$ cat src/rtl/cflog_wr_sched.sv
// CFLog RAM write scheduler: arbitrates log appends and SpecCFA commits onto one write port,
// owns the log pointer and runs the TCB flush handshake. Optional: CFLOG_FLUSH_CNT_EN adds flush_cnt.
module cflog_wr_sched #(
    parameter logic [15:0] LOG_SIZE = 16'h0080,
    parameter logic [15:0] LOG_BASE = 16'h0000
) (
    input  logic        clk,
    input  logic        puc,
    input  logic        hw_req,
    input  logic [15:0] hw_src,
    input  logic [15:0] hw_dest,
    output logic        hw_ack,
    input  logic        spec_req,
    input  logic [15:0] spec_idx,
    input  logic [15:0] spec_id,
    output logic        spec_ack,
    output logic        spec_err,
    output logic        mem_wen,
    output logic [15:0] mem_addr,
    output logic [15:0] mem_wdata,
    output logic [15:0] log_ptr,
    output logic        flush,
    input  logic        flush_done,
    output logic        busy
`ifdef CFLOG_FLUSH_CNT_EN
    ,
    output logic [7:0]  flush_cnt
`endif
);

    typedef enum logic [2:0] {
        S_IDLE,
        S_WR_SRC,
        S_WR_DEST,
        S_WR_SPEC,
        S_FLUSH_REQ,
        S_FLUSH_WAIT
    } state_t;

    state_t      state_q, state_d;
    logic [15:0] log_ptr_q, log_ptr_d;
    logic [15:0] src_q, src_d;
    logic [15:0] dest_q, dest_d;
    logic [15:0] idx_q, idx_d;
    logic        mem_wen_q, mem_wen_d;
    logic [15:0] mem_addr_q, mem_addr_d;
    logic [15:0] mem_wdata_q, mem_wdata_d;
    logic        hw_ack_q, hw_ack_d;
    logic        spec_ack_q, spec_ack_d;
    logic        spec_err_q, spec_err_d;
    logic        flush_q, flush_d;
    logic        busy_q, busy_d;
    logic        flush_exit;
    logic        no_room;

    // 17-bit compare so a pointer near 16'hFFFF cannot wrap into "room available"
    assign no_room = ({1'b0, log_ptr_q} + 17'd2) > {1'b0, LOG_SIZE};

    always_comb begin
        state_d     = state_q;
        log_ptr_d   = log_ptr_q;
        src_d       = src_q;
        dest_d      = dest_q;
        idx_d       = idx_q;
        mem_wen_d   = 1'b0;
        mem_addr_d  = mem_addr_q;
        mem_wdata_d = mem_wdata_q;
        hw_ack_d    = 1'b0;
        spec_ack_d  = 1'b0;
        spec_err_d  = 1'b0;
        flush_d     = flush_q;
        flush_exit  = 1'b0;
        case (state_q)
            S_IDLE: begin
                // Commits rewrite older entries, so they go ahead of a newer pair.
                if (spec_req) begin
                    idx_d = spec_idx;
                    if (spec_idx >= log_ptr_q) begin
                        spec_ack_d = 1'b1;
                        spec_err_d = 1'b1;
                    end else begin
                        state_d     = S_WR_SPEC;
                        mem_wen_d   = 1'b1;
                        mem_addr_d  = LOG_BASE + spec_idx;
                        mem_wdata_d = spec_id;
                    end
                end else if (hw_req) begin
                    src_d  = hw_src;
                    dest_d = hw_dest;
                    if (no_room) begin
                        state_d = S_FLUSH_REQ;
                        flush_d = 1'b1;
                    end else begin
                        state_d     = S_WR_SRC;
                        mem_wen_d   = 1'b1;
                        mem_addr_d  = LOG_BASE + log_ptr_q;
                        mem_wdata_d = hw_src;
                    end
                end
            end
            S_WR_SRC: begin
                state_d     = S_WR_DEST;
                mem_wen_d   = 1'b1;
                mem_addr_d  = LOG_BASE + log_ptr_q + 16'd1;
                mem_wdata_d = dest_q;
            end
            S_WR_DEST: begin
                state_d   = S_IDLE;
                log_ptr_d = log_ptr_q + 16'd2;
                hw_ack_d  = 1'b1;
            end
            S_WR_SPEC: begin
                state_d    = S_IDLE;
                log_ptr_d  = idx_q + 16'd1;
                spec_ack_d = 1'b1;
            end
            S_FLUSH_REQ: begin
                state_d = S_FLUSH_WAIT;
            end
            S_FLUSH_WAIT: begin
                // The held pair becomes entry 0 of the fresh log window.
                if (flush_done) begin
                    flush_exit  = 1'b1;
                    flush_d     = 1'b0;
                    log_ptr_d   = 16'd0;
                    state_d     = S_WR_SRC;
                    mem_wen_d   = 1'b1;
                    mem_addr_d  = LOG_BASE;
                    mem_wdata_d = src_q;
                end
            end
            default: begin
                state_d = S_IDLE;
                flush_d = 1'b0;
            end
        endcase
        busy_d = (state_d != S_IDLE);
    end

    always_ff @(posedge clk or posedge puc) begin
        if (puc) begin
            state_q     <= S_IDLE;
            log_ptr_q   <= 16'd0;
            src_q       <= 16'd0;
            dest_q      <= 16'd0;
            idx_q       <= 16'd0;
            mem_wen_q   <= 1'b0;
            mem_addr_q  <= 16'd0;
            mem_wdata_q <= 16'd0;
            hw_ack_q    <= 1'b0;
            spec_ack_q  <= 1'b0;
            spec_err_q  <= 1'b0;
            flush_q     <= 1'b0;
            busy_q      <= 1'b0;
        end else begin
            state_q     <= state_d;
            log_ptr_q   <= log_ptr_d;
            src_q       <= src_d;
            dest_q      <= dest_d;
            idx_q       <= idx_d;
            mem_wen_q   <= mem_wen_d;
            mem_addr_q  <= mem_addr_d;
            mem_wdata_q <= mem_wdata_d;
            hw_ack_q    <= hw_ack_d;
            spec_ack_q  <= spec_ack_d;
            spec_err_q  <= spec_err_d;
            flush_q     <= flush_d;
            busy_q      <= busy_d;
        end
    end

`ifdef CFLOG_FLUSH_CNT_EN
    logic [7:0] flush_cnt_q, flush_cnt_d;

    always_comb begin
        flush_cnt_d = flush_cnt_q;
        if (flush_exit && flush_cnt_q != 8'hFF) begin
            flush_cnt_d = flush_cnt_q + 8'd1;
        end
    end

    always_ff @(posedge clk or posedge puc) begin
        if (puc) begin
            flush_cnt_q <= 8'd0;
        end else begin
            flush_cnt_q <= flush_cnt_d;
        end
    end

    assign flush_cnt = flush_cnt_q;
`endif

    assign hw_ack    = hw_ack_q;
    assign spec_ack  = spec_ack_q;
    assign spec_err  = spec_err_q;
    assign mem_wen   = mem_wen_q;
    assign mem_addr  = mem_addr_q;
    assign mem_wdata = mem_wdata_q;
    assign log_ptr   = log_ptr_q;
    assign flush     = flush_q;
    assign busy      = busy_q;

endmodule
$ cat config.mk
export PLATFORM = sky130hd
export DESIGN_NAME = cflog_wr_sched
export DESIGN_NICKNAME = d
export VERILOG_FILES = /design/src/rtl/cflog_wr_sched.sv
export SDC_FILE = /design/constraint.sdc
export NUM_CORES = 1
export LEC_CHECK = 0
export ABC_CLOCK_PERIOD_IN_PS = 7200
export CORE_MARGIN = 2
export CORE_UTILIZATION = 43
export DETAILED_ROUTE_END_ITERATION = 8
export PLACE_DENSITY = 0.68
export SLEW_MARGIN = 20
export SYNTH_ARGS = -nofsm -noshare
export SYNTH_HDL_FRONTEND = slang
export SYNTH_SLANG_ARGS = --single-unit
$ cat constraint.sdc
create_clock -name clk -period 7.2 [get_ports clk]
set_input_delay 1.44 -clock clk [delete_from_list [all_inputs] [get_ports clk]]
set_output_delay 1.44 -clock clk [all_outputs]
set_load 0.05 [all_outputs]
==> results of run 1 <==
[flip-flops by register name, summed over array words and instances (netlist names)]
name,flops
busy,1
dest_q,16
flush,1
hw_ack,1
idx_q,16
log_ptr,16
mem_addr,16
mem_wdata,16
mem_wen,1
spec_ack,1
spec_err,1
src_q,16
state_q,3
[area by class of cell]
type / instances / area [sq um] / area share [%]
sequential: 105 / 2630 / 33.0
inverter: 26 / 100 / 1.26
timing repair buffer: 129 / 1270 / 16.0
clock buffer: 9 / 225 / 2.83
tap: 184 / 230 / 2.89
multi-input combinational: 506 / 3420 / 43.0
clock inverter: 7 / 85.1 / 1.07
[worst register-to-register path: cells and delay by family (launching register included)]
family | cells | cell delay [ps]
adders and majority gates | 1 | 320
DFF | 1 | 570
buffers and inverters | 2 | 710
and+or+nand+nor | 2 | 340
AOI/OAI and AO/OA | 4 | 1310
muxes | 1 | 410
[synth_stat cells, types with 3 or more instances]
library cell  number
and4_1             3
inv_1             25
dfrtp_1          105
a31oi_1            7
nand4_1            5
buf_1              5
o211ai_1           3
mux2i_1           19
ha_1              20
o31ai_1            3
buf_2              5
xnor2_1           15
nand2_1          141
nor2_1            30
nor2b_1           20
o22ai_1            7
clkbuf_1          27
mux2_4            29
o311ai_0           4
nand2b_1           3
a22oi_1            5
a21oi_1           38
o21ai_0           35
and3_1             3
a211oi_1          20
mux2_2            19
nand3_1           16
o32ai_1            5
nor4_2             3
buf_6              4
xor2_1             8
a22o_1             9
nor3_1            10
[through the flow]
stage	cells	util, %	cell area [sq um]	hold WS [ps]	worst slack (ps)
5_1_grt	966	55.1	7950	498	2330
6_report	966	55.1	7950	474	2580
3_3_place_gp	950	53.0	7640	457	2310
4_1_cts	966	55.1	7950	481	2610
3_5_place_dp	950	53.0	7640	463	2270
2_1_floorplan	678	-	6320	445	3000
[cell families after synthesis]
kind of cell	after synthesis	synth area share (%)
compound gates	147	15.3
xor+xnor	23	3.19
fa+ha+maj	20	3.96
buf+inv	67	4.56
flops	105	41.6
mux	67	13.3
simple gates	249	18.1
[how the worst min path moves through the flow]
| stage | endpoint | slack [ps] | cells past startpoint |
|---|---|---|---|
| 2_1_floorplan | dest_q[0] | 440 | 2 |
| 3_3_place_gp | src_q[8] | 460 | 2 |
| 3_5_place_dp | src_q[5] | 460 | 2 |
| 4_1_cts | src_q[10] | 480 | 2 |
| 5_1_grt | src_q[10] | 500 | 2 |
| 6_report | dest_q[13] | 470 | 2 |
[cells in the final DEF (no fill, tap or decap), types with 20 or more instances in the layout]
| cell | count |
|---|---|
| o21ai_0 | 34 |
| inv_1 | 24 |
| mux2_4 | 29 |
| ha_1 | 20 |
| nor2_1 | 30 |
| nand2_1 | 141 |
| clkdlybuf4s50_1 | 121 |
| a211oi_1 | 20 |
| dfrtp_1 | 105 |
| a21oi_1 | 38 |
[power breakdown]
group	internal [mW]	switching [mW]	total [mW]
sequential	0.870	0.317	1.19
combinational	0.882	1.22	2.10
clock	0.277	0.239	0.516
total	2.03	1.78	3.81
[layer usage]
| metal | track usage (%) | part of all wire [%] | vias up |
|---|---|---|---|
| li1 | - | - | 2583 |
| met1 | 31.7 | 44 | 2669 |
| met2 | 37.1 | 48 | 189 |
| met3 | 4.71 | 5.8 | 24 |
| met4 | 7.97 | 1.8 | 0 |
| met5 | 0 | 0 | - |
==> results.md, run 1 <==
- WP data arrival: 4870 ps
- Final Critical Period: 4620 ps
- Most used DFF post-synth: dfrtp_1
- DRC Markers: 0
- H-tree levels: 3
- IO buf count: 122
- Pins Over Slew Limit: 0
- Worst-margin pin slew: 1090 ps
- Worst Path Required: 7450 ps
- Share of the synthesized area in the top cell type: 41.6%
- Top post-synthesis cells by area: dfrtp_1 42%, nand2_1 8.4%, mux2_4 6.9%
- Design Power: 3.81 mW
- Via/cell ratio: 5.66
- Startpoint Class: primary input
- Dpl hpwl: 12700 microns
- Layout Skew: 9.55 ps
- CP Launch Point: spec_idx[10]
- Status: finished, final reports clean
- Clk_lat worst skew: 360 ps
- Asr flop ratio synth: 100%
- Area leader, netlist: dfrtp_1
- Gpl congestion: 0.934
- Max_cap viols: 0
- Critical path's most frequent cell: a211oi_1
- Reg clk slew, reported paths: 70 ps
- Synth warn: 0
- Critical path class: in -> reg
- Die height: 125 microns
- Initial antenna violation count: 0
- Syn Area/Cell: 9.32 sq um
- GRT overflow: 0
- Final setup viols: 0
- Total GRT Usage: 23.2%
- Antenna diodes: 0
- CP Capture Type: flop
- Width of the die: 125 microns
- Syn Nets: 767
- Reg-to-reg endpoint: mem_addr[13]
- Critical path's slowest cell: buf_4
- HP Class: reg -> reg
- R2R Setup Slk: 3430 ps
- Largest net degree at the start of global routing: 64
- Core Rows: 44
- Critical path, cell by cell: clkdlybuf4s50_1, ha_1, nand4_1, a211oi_1, o41ai_1, a211oi_1, nor2_1, a41oi_4, buf_4, mux2_2
- Number of global-route vias before repair: 5475
- VDD IR max: 0.000200 V
- First-pass iteration count of the detailed router: 6
- Leakage: 3.37 nW
- Min-delay src: dest_q[13]
- CTS Buffer Depth: 2
- Synth-to-Final Area Change: 25.9%
- Number of synthesized flops with an enable pin: 0
- Total die area: 15700 sq um
- WP buf/inv: 2
- CP max FO: 26
- Part of the Yosys area used for sequential elements: 41.6%
- Worst setup path endpoint: mem_addr[13]
- Cell area after synthesis: 6320 sq um
- Post-DR wirelength/cell: 18.3 microns
- ANT nets after route: 0
- CP peak stage delay: 560 ps
- Clock Root Buffer: clkbuf_16
- Max-slew headroom: 26.8%
- Vias post-DR: 5465
- TritonCTS Buffers: 9
- Iteration-0 DRC Markers: 335
- Post-CTS Setup Inserts: 0
- F_max: 217 MHz
- Core area: 14400 sq um
- Seq cells post-synth: 105
- Critical path depth: 10
- Fin nets: 866
- I/O Pins: 123
- Cts hold-fix bufs: 0
- Worst flop-to-flop path startpoint: log_ptr[9]
- FF-to-FF path depth: 10
- CTS tree: yes
- First-pass GRT wire length: 29200 microns
- Share of cells above drive strength 1: 11.4%
- Unrepaired setup endpoints after global routing: no
- Initial Utilization: 43.8%
- Sink Count: 105
- Routed Wire Length: 17700 microns
- # resized after CTS: 0
- CP top delay family: compound AO/OA/AOI/OAI gates
- # fillers: 1321
- Pwr Density: 478 nW/um^2
- Cell variety after synth: 53
- Hold Fails Final Rpt: 0
- Final setup TNS: 0 ps
- Post-Synthesis Cells: 678
- Final cycle utilization of the critical path: 64.1%
Note: power is estimated with default switching activity, not from simulation.
==> run 2: changes to the inputs <==
- ABC_CLOCK_PERIOD_IN_PS: 7200 -> 4450
- clock period: 7.2 -> 4.45 ns (I/O delays scaled with it)
==> results.md, run 2 (synthesized netlist as in run 1, its figures left out) <==
- Core Util, Final: 55.4%
- Synth-to-Final Area Change: 26.5%
- Final setup viols: 0
- Total die area: 15700 sq um
- Pins Over Slew Limit: 0
- Hold Fails Final Rpt: 0
- CTS Buffer Depth: 2
- Antenna diodes: 0
- VDD IR max: 0.000456 V
- Total GRT Usage: 22.6%
- Fin nets: 871
- CP Launch Point: spec_idx[10]
- Initial antenna violation count: 0
- Post-DR wirelength/cell: 18.1 microns
- GRT overflow: 0
- Worst-margin pin slew: 862 ps
- Leakage: 3.40 nW
- DRC Markers: 0
- Vias post-DR: 5535
- Die height: 125 microns
- I/O Pins: 123
- Pwr Density: 772 nW/um^2
- Most frequent cells in the layout: 141 x nand2_1, 121 x clkdlybuf4s50_1, 105 x dfrtp_1
- Max_cap viols: 0
- Post-CTS Setup Inserts: 0
- ANT nets after route: 0
- Hold depth: 2
- # resized after CTS: 0
- Clock Root Buffer: clkbuf_16
- Share of cells above drive strength 1: 11.8%
- Min-delay src: dest_q[6]
- CP max FO: 18
- Most common cell after layout, fill and taps aside: nand2_1
- Post-route cell area: 7990 sq um
- Largest net degree at the start of global routing: 70
- HP Class: reg -> reg
- First-pass iteration count of the detailed router: 6
- Critical path class: in -> reg
- Core area: 14400 sq um
- Reg clk slew, reported paths: 70 ps
- Cts hold-fix bufs: 0
- Dpl hpwl: 12500 microns
- Design Power: 6.17 mW
- Via/cell ratio: 5.70
- Clk_lat worst skew: 360 ps
- Final setup TNS: 0 ps
- Width of the die: 125 microns
- IO buf count: 122
- Layout Skew: 11.1 ps
- Worst Path Required: 4700 ps
- Routed Wire Length: 17500 microns
- Core Rows: 44
- Iteration-0 DRC Markers: 346
- Max-slew headroom: 42.3%
- H-tree levels: 3
- CP Capture Type: flop
- Final Critical Period: 3580 ps
- Placed instance area: 7680 sq um
- Sink Count: 105
- TritonCTS Buffers: 9
- CTS tree: yes
- First-pass GRT wire length: 28700 microns
- Worst flop-to-flop path startpoint: log_ptr[7]
- F_max: 279 MHz
- Unrepaired setup endpoints after global routing: no
- Status: finished, final reports clean
- FF-to-FF path depth: 10
- Final cycle utilization of the critical path: 80.5%
- Startpoint Class: primary input
- Gpl congestion: 0.924
- WP data arrival: 3830 ps
- Initial Utilization: 43.8%
- Number of global-route vias before repair: 5562
-- run 2: through the flow --
step / hold WS, ps / worst slack [ps] / std cells
after CTS: 482 / 880 / 971
after floorplan: 445 / 799 / 678
after global routing: 499 / 689 / 971
after global placement: 457 / 621 / 955
final: 480 / 867 / 971
after detailed placement: 463 / 510 / 955
-- run 2: critical path, stage by stage --
cell and delay, ps:
clkdlybuf4s50_1 460, ha_1 340, nand4_1 210, a211oi_1 310, o41ai_1 180, a211oi_1 340, nor2_1 130, a41oi_4 240
buf_4 370, mux2_4 340
-- run 2: report_power, final --
group	internal (mW)	switching (mW)	leakage (nW)
logic	1.44	1.97	1.96
registers	1.41	0.518	1.29
clock network	0.447	0.389	0.151
-- run 2: metal layers --
layer | routed length [microns] | track usage [%]
met1 | 7520 | 30.2
met2 | 8280 | 36.7
met3 | 1400 | 5.35
met4 | 339 | 6.73
met5 | 0 | 0
-- run 2: layout make-up --
cell class / count / area, sq um
Timing Repair Buffer: 134 / 1310
Clock buffer: 9 / 225
Multi-Input combinational cell: 506 / 3410
Inverter: 26 / 100
Sequential cell: 105 / 2630
Fill cell: 1320 / 6430
Tap cell: 184 / 230
Clock inverter: 7 / 87.6
-- run 2: final timing paths --
path                            endpoint  slack (ps)
setup / recovery           mem_wdata[10]         870
hold / removal                 dest_q[6]         480
setup reg to reg           mem_wdata[10]        1140
hold reg to reg                dest_q[6]         480
max in group asynchronous    log_ptr[13]        2600
min in group asynchronous       idx_q[3]        1060
